--- src/rtl/sfu_lane_sequencer_pkg.sv ---
// Shared types and sizes for the SFU lane sequencer: widths, FSM states,
// lane mask/index types and the latched instruction control payload.
package sfu_seq_pkg;

  localparam int unsigned SFU_WIDTH  = 24;
  localparam int unsigned LANES_C    = 4;
  localparam int unsigned DEST_W     = 5;
  localparam int unsigned OP_W       = 3;
  localparam int unsigned LANE_IDX_W = $clog2(LANES_C);

  typedef logic [LANES_C-1:0]    lane_onehot_t;
  typedef logic [LANE_IDX_W-1:0] lane_idx_t;
  typedef logic [SFU_WIDTH-1:0]  sfu_word_t;

  typedef enum logic [2:0] {
    IDLE  = 3'd0,
    ISSUE = 3'd1,
    WAIT  = 3'd2,
    DONE  = 3'd3,
    DRAIN = 3'd4
  } sfu_seq_state_t;

  typedef struct packed {
    logic [OP_W-1:0]   op;
    logic [DEST_W-1:0] dest;
    logic              bank;
  } sfu_instr_ctrl_t;

  function automatic lane_onehot_t lane_onehot(input lane_idx_t idx);
    return lane_onehot_t'(1) << idx;
  endfunction

endpackage

--- src/rtl/sfu_lane_sequencer_if.sv ---
// Request, SFU issue/result and lane writeback signals of the sequencer.
// The sequencer uses the slave view; the driving environment uses master.
interface sfu_lane_sequencer_if;
  import sfu_seq_pkg::*;

  logic                         req_valid_i;
  logic                         req_ready_o;
  logic [LANES_C*SFU_WIDTH-1:0] req_operands_i;
  logic [OP_W-1:0]              req_op_i;
  logic [DEST_W-1:0]            req_dest_i;
  logic                         req_bank_i;
  lane_onehot_t                 req_mask_i;
  logic                         flush_i;
  logic                         sfu_valid_o;
  sfu_word_t                    sfu_core_operand_o;
  logic [OP_W-1:0]              sfu_core_special_op_o;
  sfu_word_t                    sfu_core_result_i;
  logic                         sfu_core_valid_i;
  lane_onehot_t                 wb_valid_o;
  sfu_word_t                    wb_data_o;
  logic [DEST_W-1:0]            wb_dest_o;
  logic                         wb_bank_o;
  logic                         busy_o;
  logic                         done_o;

  modport slave (
    input  req_valid_i, req_operands_i, req_op_i, req_dest_i, req_bank_i,
           req_mask_i, flush_i, sfu_core_result_i, sfu_core_valid_i,
    output req_ready_o, sfu_valid_o, sfu_core_operand_o, sfu_core_special_op_o,
           wb_valid_o, wb_data_o, wb_dest_o, wb_bank_o, busy_o, done_o
  );

  modport master (
    output req_valid_i, req_operands_i, req_op_i, req_dest_i, req_bank_i,
           req_mask_i, flush_i, sfu_core_result_i, sfu_core_valid_i,
    input  req_ready_o, sfu_valid_o, sfu_core_operand_o, sfu_core_special_op_o,
           wb_valid_o, wb_data_o, wb_dest_o, wb_bank_o, busy_o, done_o
  );

endinterface

--- src/rtl/sfu_lane_sequencer_lane_pick.sv ---
// Lowest-set-bit priority encoder over a lane mask.
module lane_pick
  import sfu_seq_pkg::*;
(
  input  lane_onehot_t mask_i,
  output lane_idx_t    idx_o,
  output logic         any_o
);

  // Scan from the top so the lowest set bit is the last one written.
  always_comb begin
    idx_o = '0;
    any_o = |mask_i;
    for (int n = LANES_C - 1; n >= 0; n--) begin
      if (mask_i[n]) idx_o = LANE_IDX_W'(n);
    end
  end

endmodule

--- src/rtl/sfu_lane_sequencer.sv ---
// Serialises one SFU instruction over the active SEU lanes through a single
// shared SFU, writing each lane's result back and draining on flush.
module sfu_lane_sequencer
  import sfu_seq_pkg::*;
(
  input logic           clk_i,
  input logic           rst_i,
  sfu_lane_sequencer_if.slave bus
);

  sfu_seq_state_t  state_q, state_d;
  sfu_word_t       operands_q [LANES_C];
  sfu_word_t       operands_d [LANES_C];
  sfu_word_t       req_lanes  [LANES_C];
  sfu_instr_ctrl_t ctrl_q, ctrl_d;
  lane_onehot_t    mask_q, mask_d, pick_mask;
  lane_idx_t       ptr_q, ptr_d, pick_idx;
  logic            pick_any;
  sfu_word_t       operand_q, operand_d;
  lane_onehot_t    wb_valid_q, wb_valid_d;
  sfu_word_t       wb_data_q, wb_data_d;
  logic [DEST_W-1:0] wb_dest_q, wb_dest_d;
  logic            wb_bank_q, wb_bank_d;
  logic            done_q, done_d;
  logic            accept, advance;

  always_comb begin
    for (int n = 0; n < LANES_C; n++) begin
      req_lanes[n] = bus.req_operands_i[n*SFU_WIDTH +: SFU_WIDTH];
    end
  end

  assign accept  = (state_q == IDLE) && bus.req_valid_i && !bus.flush_i;
  assign advance = (state_q == WAIT) && bus.sfu_core_valid_i && !bus.flush_i;

  // One encoder serves both the incoming mask and the remaining working mask.
  assign pick_mask = (state_q == IDLE) ? bus.req_mask_i
                                       : (mask_q & ~lane_onehot(ptr_q));

  lane_pick u_lane_pick (
    .mask_i (pick_mask),
    .idx_o  (pick_idx),
    .any_o  (pick_any)
  );

  always_ff @(posedge clk_i or posedge rst_i) begin
    if (rst_i) state_q <= IDLE;
    else       state_q <= state_d;
  end

  always_comb begin
    state_d = state_q;
    unique case (state_q)
      IDLE:    if (accept) state_d = pick_any ? ISSUE : DONE;
      ISSUE:   state_d = bus.flush_i ? DRAIN : WAIT;
      WAIT: begin
        if (bus.flush_i)           state_d = bus.sfu_core_valid_i ? IDLE : DRAIN;
        else if (bus.sfu_core_valid_i) state_d = pick_any ? ISSUE : DONE;
      end
      DONE:    state_d = IDLE;
      DRAIN:   if (bus.sfu_core_valid_i) state_d = IDLE;
      default: state_d = IDLE;
    endcase
  end

  always_comb begin
    operands_d = operands_q;
    ctrl_d     = ctrl_q;
    mask_d     = mask_q;
    ptr_d      = ptr_q;
    operand_d  = operand_q;
    wb_valid_d = '0;
    wb_data_d  = wb_data_q;
    wb_dest_d  = wb_dest_q;
    wb_bank_d  = wb_bank_q;
    done_d     = (state_d == DONE);
    if (accept) begin
      operands_d = req_lanes;
      ctrl_d     = '{op: bus.req_op_i, dest: bus.req_dest_i, bank: bus.req_bank_i};
      mask_d     = bus.req_mask_i;
      ptr_d      = pick_idx;
      operand_d  = req_lanes[pick_idx];
    end
    if (advance) begin
      mask_d     = pick_mask;
      ptr_d      = pick_idx;
      operand_d  = operands_q[pick_idx];
      wb_valid_d = lane_onehot(ptr_q);
      wb_data_d  = bus.sfu_core_result_i;
      wb_dest_d  = ctrl_q.dest;
      wb_bank_d  = ctrl_q.bank;
    end
  end

  always_ff @(posedge clk_i or posedge rst_i) begin
    if (rst_i) begin
      for (int n = 0; n < LANES_C; n++) operands_q[n] <= '0;
      ctrl_q     <= '0;
      mask_q     <= '0;
      ptr_q      <= '0;
      operand_q  <= '0;
      wb_valid_q <= '0;
      wb_data_q  <= '0;
      wb_dest_q  <= '0;
      wb_bank_q  <= 1'b0;
      done_q     <= 1'b0;
    end else begin
      operands_q <= operands_d;
      ctrl_q     <= ctrl_d;
      mask_q     <= mask_d;
      ptr_q      <= ptr_d;
      operand_q  <= operand_d;
      wb_valid_q <= wb_valid_d;
      wb_data_q  <= wb_data_d;
      wb_dest_q  <= wb_dest_d;
      wb_bank_q  <= wb_bank_d;
      done_q     <= done_d;
    end
  end

  assign bus.req_ready_o           = (state_q == IDLE);
  assign bus.busy_o                = (state_q != IDLE);
  assign bus.sfu_valid_o           = (state_q == ISSUE);
  assign bus.sfu_core_operand_o    = operand_q;
  assign bus.sfu_core_special_op_o = ctrl_q.op;
  assign bus.wb_valid_o            = wb_valid_q;
  assign bus.wb_data_o             = wb_data_q;
  assign bus.wb_dest_o             = wb_dest_q;
  assign bus.wb_bank_o             = wb_bank_q;
  assign bus.done_o                = done_q;

endmodule

--- src/flat_wrapper.sv ---
// flat-port wrapper written by rule: the top's interface ports become plain ports
module sfu_lane_sequencer_flat import sfu_seq_pkg::*;
  (clk_i, rst_i, bus_req_valid_i, bus_req_operands_i, bus_req_op_i, bus_req_dest_i, bus_req_bank_i, bus_req_mask_i, bus_flush_i, bus_sfu_core_result_i, bus_sfu_core_valid_i, bus_req_ready_o, bus_sfu_valid_o, bus_sfu_core_operand_o, bus_sfu_core_special_op_o, bus_wb_valid_o, bus_wb_data_o, bus_wb_dest_o, bus_wb_bank_o, bus_busy_o, bus_done_o);
  sfu_lane_sequencer_if bus_i ();
  input logic clk_i;
  input logic rst_i;
  input wire logic [$bits(bus_i.req_valid_i)-1:0] bus_req_valid_i;
  input wire logic [$bits(bus_i.req_operands_i)-1:0] bus_req_operands_i;
  input wire logic [$bits(bus_i.req_op_i)-1:0] bus_req_op_i;
  input wire logic [$bits(bus_i.req_dest_i)-1:0] bus_req_dest_i;
  input wire logic [$bits(bus_i.req_bank_i)-1:0] bus_req_bank_i;
  input wire logic [$bits(bus_i.req_mask_i)-1:0] bus_req_mask_i;
  input wire logic [$bits(bus_i.flush_i)-1:0] bus_flush_i;
  input wire logic [$bits(bus_i.sfu_core_result_i)-1:0] bus_sfu_core_result_i;
  input wire logic [$bits(bus_i.sfu_core_valid_i)-1:0] bus_sfu_core_valid_i;
  output wire logic [$bits(bus_i.req_ready_o)-1:0] bus_req_ready_o;
  output wire logic [$bits(bus_i.sfu_valid_o)-1:0] bus_sfu_valid_o;
  output wire logic [$bits(bus_i.sfu_core_operand_o)-1:0] bus_sfu_core_operand_o;
  output wire logic [$bits(bus_i.sfu_core_special_op_o)-1:0] bus_sfu_core_special_op_o;
  output wire logic [$bits(bus_i.wb_valid_o)-1:0] bus_wb_valid_o;
  output wire logic [$bits(bus_i.wb_data_o)-1:0] bus_wb_data_o;
  output wire logic [$bits(bus_i.wb_dest_o)-1:0] bus_wb_dest_o;
  output wire logic [$bits(bus_i.wb_bank_o)-1:0] bus_wb_bank_o;
  output wire logic [$bits(bus_i.busy_o)-1:0] bus_busy_o;
  output wire logic [$bits(bus_i.done_o)-1:0] bus_done_o;
  assign bus_i.req_valid_i = bus_req_valid_i;
  assign bus_i.req_operands_i = bus_req_operands_i;
  assign bus_i.req_op_i = bus_req_op_i;
  assign bus_i.req_dest_i = bus_req_dest_i;
  assign bus_i.req_bank_i = bus_req_bank_i;
  assign bus_i.req_mask_i = bus_req_mask_i;
  assign bus_i.flush_i = bus_flush_i;
  assign bus_i.sfu_core_result_i = bus_sfu_core_result_i;
  assign bus_i.sfu_core_valid_i = bus_sfu_core_valid_i;
  assign bus_req_ready_o = bus_i.req_ready_o;
  assign bus_sfu_valid_o = bus_i.sfu_valid_o;
  assign bus_sfu_core_operand_o = bus_i.sfu_core_operand_o;
  assign bus_sfu_core_special_op_o = bus_i.sfu_core_special_op_o;
  assign bus_wb_valid_o = bus_i.wb_valid_o;
  assign bus_wb_data_o = bus_i.wb_data_o;
  assign bus_wb_dest_o = bus_i.wb_dest_o;
  assign bus_wb_bank_o = bus_i.wb_bank_o;
  assign bus_busy_o = bus_i.busy_o;
  assign bus_done_o = bus_i.done_o;
  sfu_lane_sequencer u_core (.clk_i(clk_i), .rst_i(rst_i), .bus(bus_i));
endmodule
--- config.mk ---
export PLATFORM = sky130hd
export DESIGN_NAME = sfu_lane_sequencer_flat
export DESIGN_NICKNAME = d
export VERILOG_FILES = /design/src/rtl/sfu_lane_sequencer_pkg.sv /design/src/rtl/sfu_lane_sequencer_if.sv /design/src/rtl/sfu_lane_sequencer_lane_pick.sv /design/src/rtl/sfu_lane_sequencer.sv /design/src/flat_wrapper.sv
export SDC_FILE = /design/constraint.sdc
export NUM_CORES = 1
export LEC_CHECK = 0
export CORE_MARGIN = 2
export CORE_UTILIZATION = 54
export DETAILED_ROUTE_END_ITERATION = 6
export PLACE_DENSITY = 0.92
export SETUP_SLACK_MARGIN = 0.15
export SLEW_MARGIN = 10
export SYNTH_ARGS = -nofsm -noshare
export SYNTH_HDL_FRONTEND = slang
export SYNTH_SLANG_ARGS = --single-unit
--- constraint.sdc ---
create_clock -name clk_i -period 18.2 [get_ports clk_i]
set_clock_uncertainty 0.1 [all_clocks]
set_input_delay 5.46 -clock clk_i [delete_from_list [all_inputs] [get_ports clk_i]]
set_output_delay 5.46 -clock clk_i [all_outputs]
set_load 0.03 [all_outputs]
== After elaboration in Yosys (flattened, before gate mapping) ==
Index checks and enable logic that the tools add are counted.

* Bits of input ports: 138
* Bits in registers: 173

* Muxes and demuxes: 26
* Reduce and logical (&&, ||, !) cells: 9
* Bitwise operators: 3
* Equal/unequal tests: 4
* Shift operators: 1
* Magnitude comparators: 1

{| class="wikitable"
|+ Operators by type and width
! operator !! number
|-
| 24-bit 2-to-1 mux || 6
|-
| 24-bit binary-select mux with 2-bit select || 2
|-
| 3-bit 2-to-1 mux || 6
|-
| 4-bit 2-to-1 mux || 4
|-
| 2-bit 2-to-1 mux || 7
|-
| 3-bit case mux with 4 select lines || 1
|-
| 3-bit by 2-bit equality test with 1-bit output (second input constant) || 2
|-
| 4-bit AND || 1
|-
| 1-bit logical AND || 4
|-
| 4-bit NOT || 1
|-
| 4-bit OR reduction || 1
|-
| 1-bit by 2-bit << shifter with 4-bit output (first input constant) || 1
|-
| 3-bit by 1-bit equality test with 1-bit output (second input constant) || 1
|-
| 3-bit equality test (second input constant) || 1
|-
| 3-bit >= comparator (second input constant) || 1
|-
| 3-bit zero test || 1
|-
| 2-bit NOT with 3-bit output || 1
|-
| 3-bit nonzero test || 1
|-
| 2-bit nonzero test || 1
|-
| 1-bit zero test || 1
|}

== Depth between registers and ports, before layout ==
Gate-level depths: netlist of run 1.

* Word-level depth: 14
* Depth in mapped cells: 10
* Mapped depth without buffers: 7

== By module ==
Synthesis of run 1 repeated with hierarchy kept, for this count alone.

* Cells, all modules: 814
* Area total of the unflattened synthesis: 7951.4 µm²

{| class="wikitable"
|+ Modules (own cells, without submodules)
! module !! seq. area each (µm²) !! area each (µm²) !! cells each !! instances
|-
| sfu_lane_sequencer || 4329.2 || 7916.3 || 807 || 1
|-
| lane_pick || 0.0 || 35.0 || 7 || 1
|}

== Worst setup path before layout of run 1 ==
OpenSTA, ideal clock, no wires.

* Path kind: input-to-reg
* Start point: in bus_flush_i
* End point: reg u_core.wb_data_q[0], in the netlist u_core.bus.wb_data_o[0]
* Cell stages on the path: 7
* Data arrival time: 6.798 ns
* Setup time: 0.066 ns
* Setup slack: 11.237 ns
* Data required time: 18.034 ns
* Cells stage by stage: nor3_1 -> and3_1 -> clkbuf_1 -> clkbuf_1 -> buf_1 -> nand2_1 -> nand2_1

* Cells in the longest elaborated chain, start to end: 2

{| class="wikitable"
|+ Ends and longest elaborated chain
! item !! RTL line !! source
|-
| from (decl) || flat_wrapper.sv:13 || <nowiki>input wire logic [$bits(bus_i.flush_i)-1:0] bus_flush_i;</nowiki>
|-
| 1-bit zero test || sfu_lane_sequencer.sv:34 || <nowiki>assign advance = (state_q == WAIT) && bus.sfu_core_valid_i && !bus.flush_i;</nowiki>
|-
| 1-bit logical AND || sfu_lane_sequencer.sv:34 ||
|-
| to (signal assigned) || sfu_lane_sequencer.sv:114 || <nowiki>wb_data_q <= wb_data_d;</nowiki>
|-
| to (decl) || sfu_lane_sequencer.sv:21 || <nowiki>sfu_word_t wb_data_q, wb_data_d;</nowiki>
|}

No other way between the ends.
A chain may end at the register's enable or synchronous reset.

== Final worst setup path of run 1 ==
* Start point: reg u_core.state_q[2]
* End point: out bus_req_ready_o

* Cells in the longest elaborated chain, start to end: 1

{| class="wikitable"
|+ Ends and longest elaborated chain
! item !! RTL line !! source
|-
| from (decl) || sfu_lane_sequencer.sv:11 || <nowiki>sfu_seq_state_t state_q, state_d;</nowiki>
|-
| from (signal assigned) || sfu_lane_sequencer.sv:48 || <nowiki>else state_q <= state_d;</nowiki>
|-
| 3-bit zero test || sfu_lane_sequencer.sv:121 || <nowiki>assign bus.req_ready_o = (state_q == IDLE);</nowiki>
|-
| to (decl) || flat_wrapper.sv:16 || <nowiki>output wire logic [$bits(bus_i.req_ready_o)-1:0] bus_req_ready_o;</nowiki>
|}

No other way between the ends.

==> flow_summary.json, run 1 <==
{
  "numClockSinks": 173,
  "cap_violations": 0,
  "met2_length_mm": 12.1,
  "fmax_ghz": 0.123,
  "layout_commonest_cell": "nand2_1",
  "top_layer_used": "met4",
  "synth-seq-cells": 173,
  "clkTransAtPathRegs_ns": 0.07,
  "grt_max_degree": 120,
  "antenna_found_initial": 0,
  "start_util_pct": 55.6,
  "timing.final.max_slew_violations": 0,
  "via_per_inst": 5.95,
  "fin_tns_setup_ns": 0,
  "syn_nets": 1149,
  "synth-edff-count": 0,
  "track_usage_pct": 30.6,
  "period_minus_slack_ns": 8.12,
  "drt_wl_total_mm": 25.6,
  "yosys_warnings": 0,
  "dr.pass1.iters": 5,
  "ios": 203,
  "ir_drop_mv": 0.0958,
  "worst_setup_path_end_kind": "primary output",
  "setup_viol": 0,
  "relSlewSlack_pct": 14.4,
  "h-tree-depth": 4,
  "worst_pin_slew_ns": 1.28,
  "final_cell_mix": "nand2_1, clkdlybuf4s50_1, dfrtp_1, o21ai_0, a21o_1",
  "crit_chain": "or3_1 -> clkinv_2 -> clkdlybuf4s50_1",
  "drcViolationCount": 0,
  "met3_length_mm": 2.72,
  "synth_cell_types": 51,
  "post_cts.repair.setup_buffers": 0,
  "synth_top_area_share_pct": 51.0,
  "cts_tree": "built",
  "path_buf_inv": 2,
  "ys_seq_area_share_pct": 51.0,
  "antenna-diode-count": 0,
  "gp_congestion": 0.868,
  "ys_async_sr_fraction_pct": 100,
  "drive_above_1_share_pct": 5.18,
  "cts.path.max_buffers": 2,
  "first_global_vias": 7874,
  "cts-hold-fix-buffers": 0,
  "worstSetupPathType": "reg2out",
  "final_nets": 1304,
  "cp.arrival_ns": 2.56,
  "fillers": 1125,
  "status": "completed",
  "dieArea_um2": 16700,
  "ant_nets": 0,
  "slowest_stage": "or3_1",
  "grt_pass1_wl_mm": 39.6,
  "dpl_cell_area_um2": 10500,
  "wirelength_met1_mm": 9.87,
  "critical_path.top_delay_family": "buffers and inverters",
  "wl_per_cell_um": 18.4,
  "die_y_um": 129,
  "initialDrtViolationCount": 902,
  "grt_setup_unrepaired": "no",
  "numCtsBuffers": 17,
  "synthTopCellsByArea": "dfrtp_1, nand2_1, a21o_1, o21ai_0, o221ai_1",
  "p_leak_uw": 0.00519,
  "row_count": 45,
  "final_area_um2": 11100,
  "syn_area_um2": 8480,
  "numPortBuffers": 202,
  "cts_root_buf": "clkbuf_16",
  "crit_fanout": 18,
  "vias": 8266,
  "synthCells": 1011,
  "design.core.area_um2": 15300,
  "overflow": 0,
  "worstSetupStartpointType": "register",
  "cts-resized-gates": 0,
  "hpwl_mm": 15.9,
  "syn_to_final_growth_pct": 30.6,
  "cpPeakStageDelay_ns": 0.75,
  "ys.flop_type": "dfrtp_1",
  "power_density_nw_per_um2": 163,
  "hold_viol": 0,
  "synth_area_leader_cell": "dfrtp_1",
  "min_period_over_period_pct": 44.6,
  "required_ns": 12.64,
  "chipWidth_um": 129,
  "holdWs_ns": 0.371,
  "holdCritPathClass": "reg2reg",
  "clock_latency_ns": 0.43,
  "avgSynthCellArea_um2": 8.39
}
-- tightest hold or removal path: stages (launching register included) --
cell and delay [ns]:
dfrtp_1 0.34, nand2_1 0.05, nand2_1 0.06
-- power by group --
group          switching [uW]  internal (uW)  leakage, uW  total, uW
Clock                     153            206     0.000267        359
Sequential                110            554      0.00217        664
Combinational             495            287      0.00275        782
-- synthesized netlist by cell type (4+ instances only) --
library cell    n
nand2_1       441
dfrtp_1       173
o21ai_0        53
a21o_1         36
clkbuf_1       32
buf_2          31
nand3_1        30
and3_1         26
a21boi_0       24
o221ai_1       23
o22ai_1        23
nand4_1        22
nor2_1         13
a211o_1        12
buf_4          10
a21oi_1         5
nand2b_1        4
or3_1           4
-- logic make-up (layout without fill, tap and decap cells) --
family          Yosys count  count (layout)  share of synthesized area, %
simple gates            555             555                          27.5
compound gates          200             200                          16.6
buf+inv                  83             250                          4.87
flops                   173             173                          51.0
-- metal layers --
| layer | vias up | global-route usage (%) |
|---|---|---|
| li1 | 3718 | - |
| met1 | 3898 | 40.0 |
| met2 | 570 | 49.3 |
| met3 | 80 | 5.41 |
| met4 | 0 | 15.6 |
| met5 | - | 0 |
-- flip-flops by register name, indices dropped and copies added (netlist names) --
register,flops
u_core.bus.wb_data_o,24
u_core.state_q,3
u_core.bus.wb_dest_o,5
u_core.bus.sfu_core_operand_o,24
u_core.bus.sfu_core_special_op_o,3
u_core.ptr_q,2
u_core.operands_q,96
u_core.bus.wb_valid_o,4
u_core.ctrl_q,6
u_core.bus.done_o,1
u_core.mask_q,4
u_core.bus.wb_bank_o,1
-- worst paths after layout --
kind                                             from                                end  slack (ns)  cells past startpoint
min in group asynchronous                       rst_i           u_core.bus.wb_data_o[19]        5.56                      2
worst max register to register      u_core.state_q[2]  u_core.bus.sfu_core_operand_o[18]       14.69                      7
worst min register to register  u_core.operands_q[84]              u_core.operands_q[84]        0.37                      2
worst min-delay path            u_core.operands_q[84]              u_core.operands_q[84]        0.37                      2
worst max-delay path                u_core.state_q[2]                    bus_req_ready_o       10.08                      3
max in group asynchronous                       rst_i  u_core.bus.sfu_core_operand_o[19]       11.13                      3
-- through the flow --
stage	setup WS (ns)	utilization (%)	power, uW	std cells
2_1_floorplan	7.95	-	1160	1011
3_3_place_gp	10.02	68.9	1410	1358
3_5_place_dp	9.88	68.9	1440	1358
4_1_cts	10.08	72.6	1800	1389
5_1_grt	10.01	72.6	1900	1389
6_report	10.08	72.6	1810	1389
-- final cells by class --
cell class	instances	area [um^2]	area share, %
Sequential cell	173	4330	39.1
Multi-Input combinational cell	755	3770	34.1
Tap cell	211	264	2.38
Inverter	4	21.3	0.192
Timing Repair Buffer	215	2120	19.1
Clock buffer	22	454	4.10
Clock inverter	9	114	1.03
Power figures use the tool's default switching activity.
==> run 2: changes to the inputs <==
--- a/config.mk
+++ b/config.mk
@@ -6,9 +6,9 @@
 export NUM_CORES = 1
 export LEC_CHECK = 0
 export CORE_MARGIN = 2
-export CORE_UTILIZATION = 54
+export CORE_UTILIZATION = 50
 export DETAILED_ROUTE_END_ITERATION = 6
-export PLACE_DENSITY = 0.92
+export PLACE_DENSITY = 0.86
 export SETUP_SLACK_MARGIN = 0.15
 export SLEW_MARGIN = 10
 export SYNTH_ARGS = -nofsm -noshare
==> constraint.sdc (replaced) <==
create_clock -name clk_i -period 7.6 [get_ports clk_i]
set_clock_uncertainty 0.1 [all_clocks]
set_input_delay 2.28 -clock clk_i [delete_from_list [all_inputs] [get_ports clk_i]]
set_output_delay 2.28 -clock clk_i [all_outputs]
set_load 0.03 [all_outputs]
==> flow_summary.json, run 2 (synthesis results as in run 1) <==
{
  "vias": 8104,
  "sequentialPowerShare_pct": 36.3,
  "status": "completed",
  "p_total_uw": 4340,
  "cts-hold-fix-buffers": 0,
  "fin_tns_setup_ns": 0,
  "required_ns": 7.85,
  "critical_path.top_delay_family": "simple AND/OR/NAND/NOR gates",
  "worst_setup_path_end_kind": "register",
  "clkTransAtPathRegs_ns": 0.06,
  "met3_length_mm": 2.47,
  "hold_start": "u_core.ctrl_q[1]",
  "cap_violations": 0,
  "initialDrtViolationCount": 771,
  "ant_nets": 0,
  "cts_tree": "built",
  "numCtsBuffers": 17,
  "timing.final.max_slew_violations": 0,
  "crit_fanout": 48,
  "final_nets": 1303,
  "largest_reg_flops": 96,
  "slowest_stage": "and3_2",
  "reg2reg_depth": 7,
  "setup_ws_ns": 2.63,
  "drt_wl_total_mm": 25.6,
  "dr.pass1.iters": 5,
  "final_cell_mix": "nand2_1, clkdlybuf4s50_1, dfrtp_1, o21ai_0, a21o_1",
  "grt_pass1_wl_mm": 40.8,
  "holdWs_ns": 0.368,
  "start_util_pct": 51.1,
  "p_leak_uw": 0.00521,
  "layout_commonest_cell": "nand2_1",
  "hold_depth": 2,
  "wirelength_met1_mm": 10.3,
  "first_global_vias": 7893,
  "fmax_ghz": 0.201,
  "cts-resized-gates": 0,
  "syn_to_final_growth_pct": 31.2,
  "cp.arrival_ns": 5.23,
  "setup_viol": 0,
  "dieArea_um2": 18000,
  "cts.path.max_buffers": 2,
  "grt_setup_unrepaired": "no",
  "overflow": 0,
  "comb_power_share_pct": 43.2,
  "hpwl_mm": 16.0,
  "relSlewSlack_pct": 16.4,
  "worst_hold_path.endpoint": "u_core.bus.wb_dest_o[0]",
  "cts_root_buf": "clkbuf_16",
  "post-place-ws_ns": 2.22,
  "wl_per_cell_um": 18.3,
  "hold_viol": 0,
  "h-tree-depth": 4,
  "crit_chain": "clkdlybuf4s50_1 -> nor3_1 -> and3_2 -> nand3_1 -> a21o_1 -> nand4_1",
  "row_count": 47,
  "post_cts.repair.setup_buffers": 0,
  "chipWidth_um": 134,
  "worstSetupStartpointType": "input pin",
  "regMostFlops": "u_core.operands_q",
  "via_per_inst": 5.80,
  "design.core.area_um2": 16600,
  "ir_drop_mv": 0.209,
  "numPortBuffers": 202,
  "holdCritPathClass": "reg2reg",
  "worstSetupPathType": "in2reg",
  "worst_pin_slew_ns": 1.25,
  "top_layer_used": "met4",
  "met2_length_mm": 12.1,
  "track_usage_pct": 28.6,
  "grt_max_degree": 74,
  "clkPwrFrac_pct": 20.5,
  "ios": 203,
  "internal_power_uw": 2540,
  "cpPeakStageDelay_ns": 0.90,
  "switchingPower_uw": 1800,
  "numClockSinks": 173,
  "power_density_nw_per_um2": 390,
  "path_buf_inv": 1,
  "drcViolationCount": 0,
  "antenna-diode-count": 0,
  "period_minus_slack_ns": 4.97,
  "gp_congestion": 0.854,
  "clock_latency_ns": 0.43,
  "p_sw_share_pct": 41.5,
  "r2r-end": "u_core.bus.sfu_core_operand_o[3]",
  "die_y_um": 134,
  "min_period_over_period_pct": 65.4,
  "antenna_found_initial": 0,
  "r2r_start": "u_core.state_q[2]",
  "drive_above_1_share_pct": 5.44,
  "r2r_slack_ns": 4.01
}
==> run 2: cell count changes in the layout (fill, tap and decap cells not counted), sizes merged <==
| cell | delta |
|---|---|
| buf | -1 |
| clkinv | +1 |
| inv | -1 |
==> run 2: final cells by class <==
type,count,area [um^2]
timing repair buffer,214,2110
clock buffer,22,494
clock inverter,9,110
multi-input combinational,755,3790
inverter,4,21.3
tap,220,275
fill,1353,5450
sequential,173,4330
==> run 2: per-layer routing <==
layer  vias up  global-route usage (%)
li1       3725                       -
met1      3836                    37.6
met3        56                    5.93
met4         0                    11.4
met2       487                    46.7
met5         -                       0
==> run 2: worst max path at each step <==
stage	start	to	slack, ns	depth (start not counted)
global placement	bus_flush_i	u_core.bus.sfu_core_operand_o[15]	2.33	6
finish	bus_flush_i	u_core.bus.sfu_core_operand_o[18]	2.63	6
floorplan	rst_i	u_core.bus.done_o	0.53	1
global route	bus_flush_i	u_core.bus.sfu_core_operand_o[8]	2.40	6
detailed placement	bus_flush_i	u_core.bus.sfu_core_operand_o[18]	2.22	6
CTS	bus_flush_i	u_core.bus.sfu_core_operand_o[18]	2.65	6
==> run 2: worst reg2reg max path, cell delays in order, from the launching register on <==
cell,delay [ns]
dfrtp_1,0.46
or3_1,0.77
nor3_4,0.40
buf_4,0.61
buf_4,0.65
o221ai_1,0.26
a21o_1,0.20
nand4_1,0.09
==> run 2: power groups by stage <==
stage	sequential (uW)	combinational [uW]	clock, uW
6_report	1580	1880	889
5_1_grt	1620	2030	934
4_1_cts	1570	1870	896
3_5_place_dp	1580	1850	0
3_3_place_gp	1570	1810	0
2_1_floorplan	1760	1010	0
==> run 2: per-stage QoR <==
stage	cells	util [%]	cell area [um^2]
2_1_floorplan	1011	-	8480
3_3_place_gp	1366	63.5	10500
3_5_place_dp	1366	63.5	10500
4_1_cts	1397	67.1	11100
5_1_grt	1397	67.1	11100
6_report	1397	67.1	11100
==> run 3: changes to the inputs <==
==> constraint.sdc (replaced) <==
create_clock -name clk_i -period 4.7 [get_ports clk_i]
set_clock_uncertainty 0.1 [all_clocks]
set_input_delay 1.41 -clock clk_i [delete_from_list [all_inputs] [get_ports clk_i]]
set_output_delay 1.41 -clock clk_i [all_outputs]
set_load 0.03 [all_outputs]
==> flow_summary.json, run 3 (synthesis results as in run 1) <==
{
  "ios": 203,
  "largest_reg_flops": 96,
  "grt_max_degree": 174,
  "clkTransAtPathRegs_ns": 0.06,
  "dieArea_um2": 18000,
  "p_leak_uw": 0.00527,
  "internal_power_uw": 4230,
  "r2r_start": "u_core.state_q[2]",
  "power_density_nw_per_um2": 636,
  "setup_ws_ns": 1.08,
  "cts-resized-gates": 0,
  "regMostFlops": "u_core.operands_q",
  "reg2reg_depth": 8,
  "fin_tns_setup_ns": 0,
  "min_period_over_period_pct": 77.0,
  "overflow": 0,
  "grt_setup_unrepaired": "no",
  "switchingPower_uw": 2910,
  "dr.pass1.iters": 4,
  "grt_pass1_wl_mm": 41.1,
  "crit_fanout": 8,
  "initialDrtViolationCount": 795,
  "period_minus_slack_ns": 3.62,
  "final_nets": 1310,
  "crit_end": "bus_req_ready_o",
  "post-place-ws_ns": 0.878,
  "cp-startpoint": "u_core.state_q[2]",
  "relSlewSlack_pct": 38.2,
  "numPortBuffers": 202,
  "holdCritPathClass": "reg2reg",
  "gp_congestion": 0.892,
  "layout_commonest_cell": "nand2_1",
  "clkPwrFrac_pct": 21.1,
  "drcViolationCount": 0,
  "hold_depth": 2,
  "status": "completed",
  "vias": 8194,
  "r2r_slack_ns": 1.56,
  "chipWidth_um": 134,
  "post_cts.repair.setup_buffers": 0,
  "die_y_um": 134,
  "sequentialPowerShare_pct": 36.0,
  "worstSetupPathType": "reg2out",
  "clock_latency_ns": 0.43,
  "cap_violations": 0,
  "hold_viol": 0,
  "timing.final.max_slew_violations": 0,
  "setup_viol": 0,
  "worst_pin_slew_ns": 0.927,
  "syn_to_final_growth_pct": 32.4,
  "ant_nets": 0,
  "comb_power_share_pct": 42.9,
  "required_ns": 3.19,
  "wl_per_cell_um": 18.3,
  "start_util_pct": 51.1,
  "antenna_found_initial": 1,
  "antenna-diode-count": 0,
  "p_sw_share_pct": 40.7,
  "cp.arrival_ns": 2.11,
  "cts_tree": "built",
  "r2r-end": "u_core.bus.sfu_core_operand_o[14]",
  "cts_root_buf": "clkbuf_16",
  "drive_above_1_share_pct": 5.75,
  "design.core.area_um2": 16600,
  "first_global_vias": 7992,
  "track_usage_pct": 29.0,
  "h-tree-depth": 4,
  "hpwl_mm": 16.2,
  "cts-hold-fix-buffers": 0,
  "row_count": 47,
  "via_per_inst": 5.84,
  "drt_wl_total_mm": 25.6,
  "final_cell_mix": "nand2_1, clkdlybuf4s50_1, dfrtp_1, o21ai_0, a21o_1",
  "numClockSinks": 173,
  "worst_setup_path_end_kind": "primary output",
  "fmax_ghz": 0.276,
  "fin_util_pct": 67.7,
  "cts.path.max_buffers": 2,
  "numCtsBuffers": 17,
  "holdWs_ns": 0.367,
  "worstSetupStartpointType": "register",
  "ir_drop_mv": 0.309
}
[run 3: power by group through the flow]
| stage | logic, uW | clock network (uW) | registers, uW |
|---|---|---|---|
| 3_5_place_dp | 3050 | 0 | 2570 |
| 3_3_place_gp | 2960 | 0 | 2550 |
| 2_1_floorplan | 1630 | 0 | 2850 |
| 6_report | 3060 | 1510 | 2570 |
| 5_1_grt | 3340 | 1580 | 2640 |
| 4_1_cts | 3060 | 1520 | 2560 |
[run 3: layout make-up]
class                   count  area (um^2)
inverters                   4         20.0
clock inverters             7          135
multi-input cells         755         3790
well taps                 220          275
clock buffers              23          488
repair buffers            221         2190
fillers                  1374         5360
flip-flops and latches    173         4330
[run 3: per-stage QoR]
step / instances / instance area (um^2) / power, uW
2_1_floorplan: 1011 / 8480 / 4480
4_1_cts: 1403 / 11200 / 7130
5_1_grt: 1403 / 11200 / 7570
3_5_place_dp: 1373 / 10600 / 5620
6_report: 1403 / 11200 / 7140
3_3_place_gp: 1373 / 10600 / 5500
[run 3: worst min-delay path by stage]
| stage | startpoint | to |
|---|---|---|
| final | u_core.ctrl_q[0] | u_core.bus.wb_bank_o |
| after detailed placement | u_core.operands_q[76] | u_core.operands_q[76] |
| after global placement | u_core.ctrl_q[5] | u_core.bus.wb_dest_o[4] |
| after CTS | u_core.operands_q[84] | u_core.operands_q[84] |
| after global routing | u_core.bus.wb_dest_o[0] | u_core.bus.wb_dest_o[0] |
| after floorplan | u_core.operands_q[72] | u_core.operands_q[72] |
[run 3: layer usage]
| layer | wire, um | part of all wire (%) | GRT usage [%] |
|---|---|---|---|
| met1 | 10400 | 41 | 37.7 |
| met2 | 12100 | 47 | 46.2 |
| met3 | 2270 | 8.8 | 6.65 |
| met4 | 769 | 3.0 | 13.8 |
| met5 | 13 | 0.051 | 0 |
[run 3: worst max-delay path, stage by stage, from the launching register on]
cell and delay (ns):
dfrtp_1 0.46, or3_1 0.45, clkinv_2 0.10, clkdlybuf4s50_1 0.67
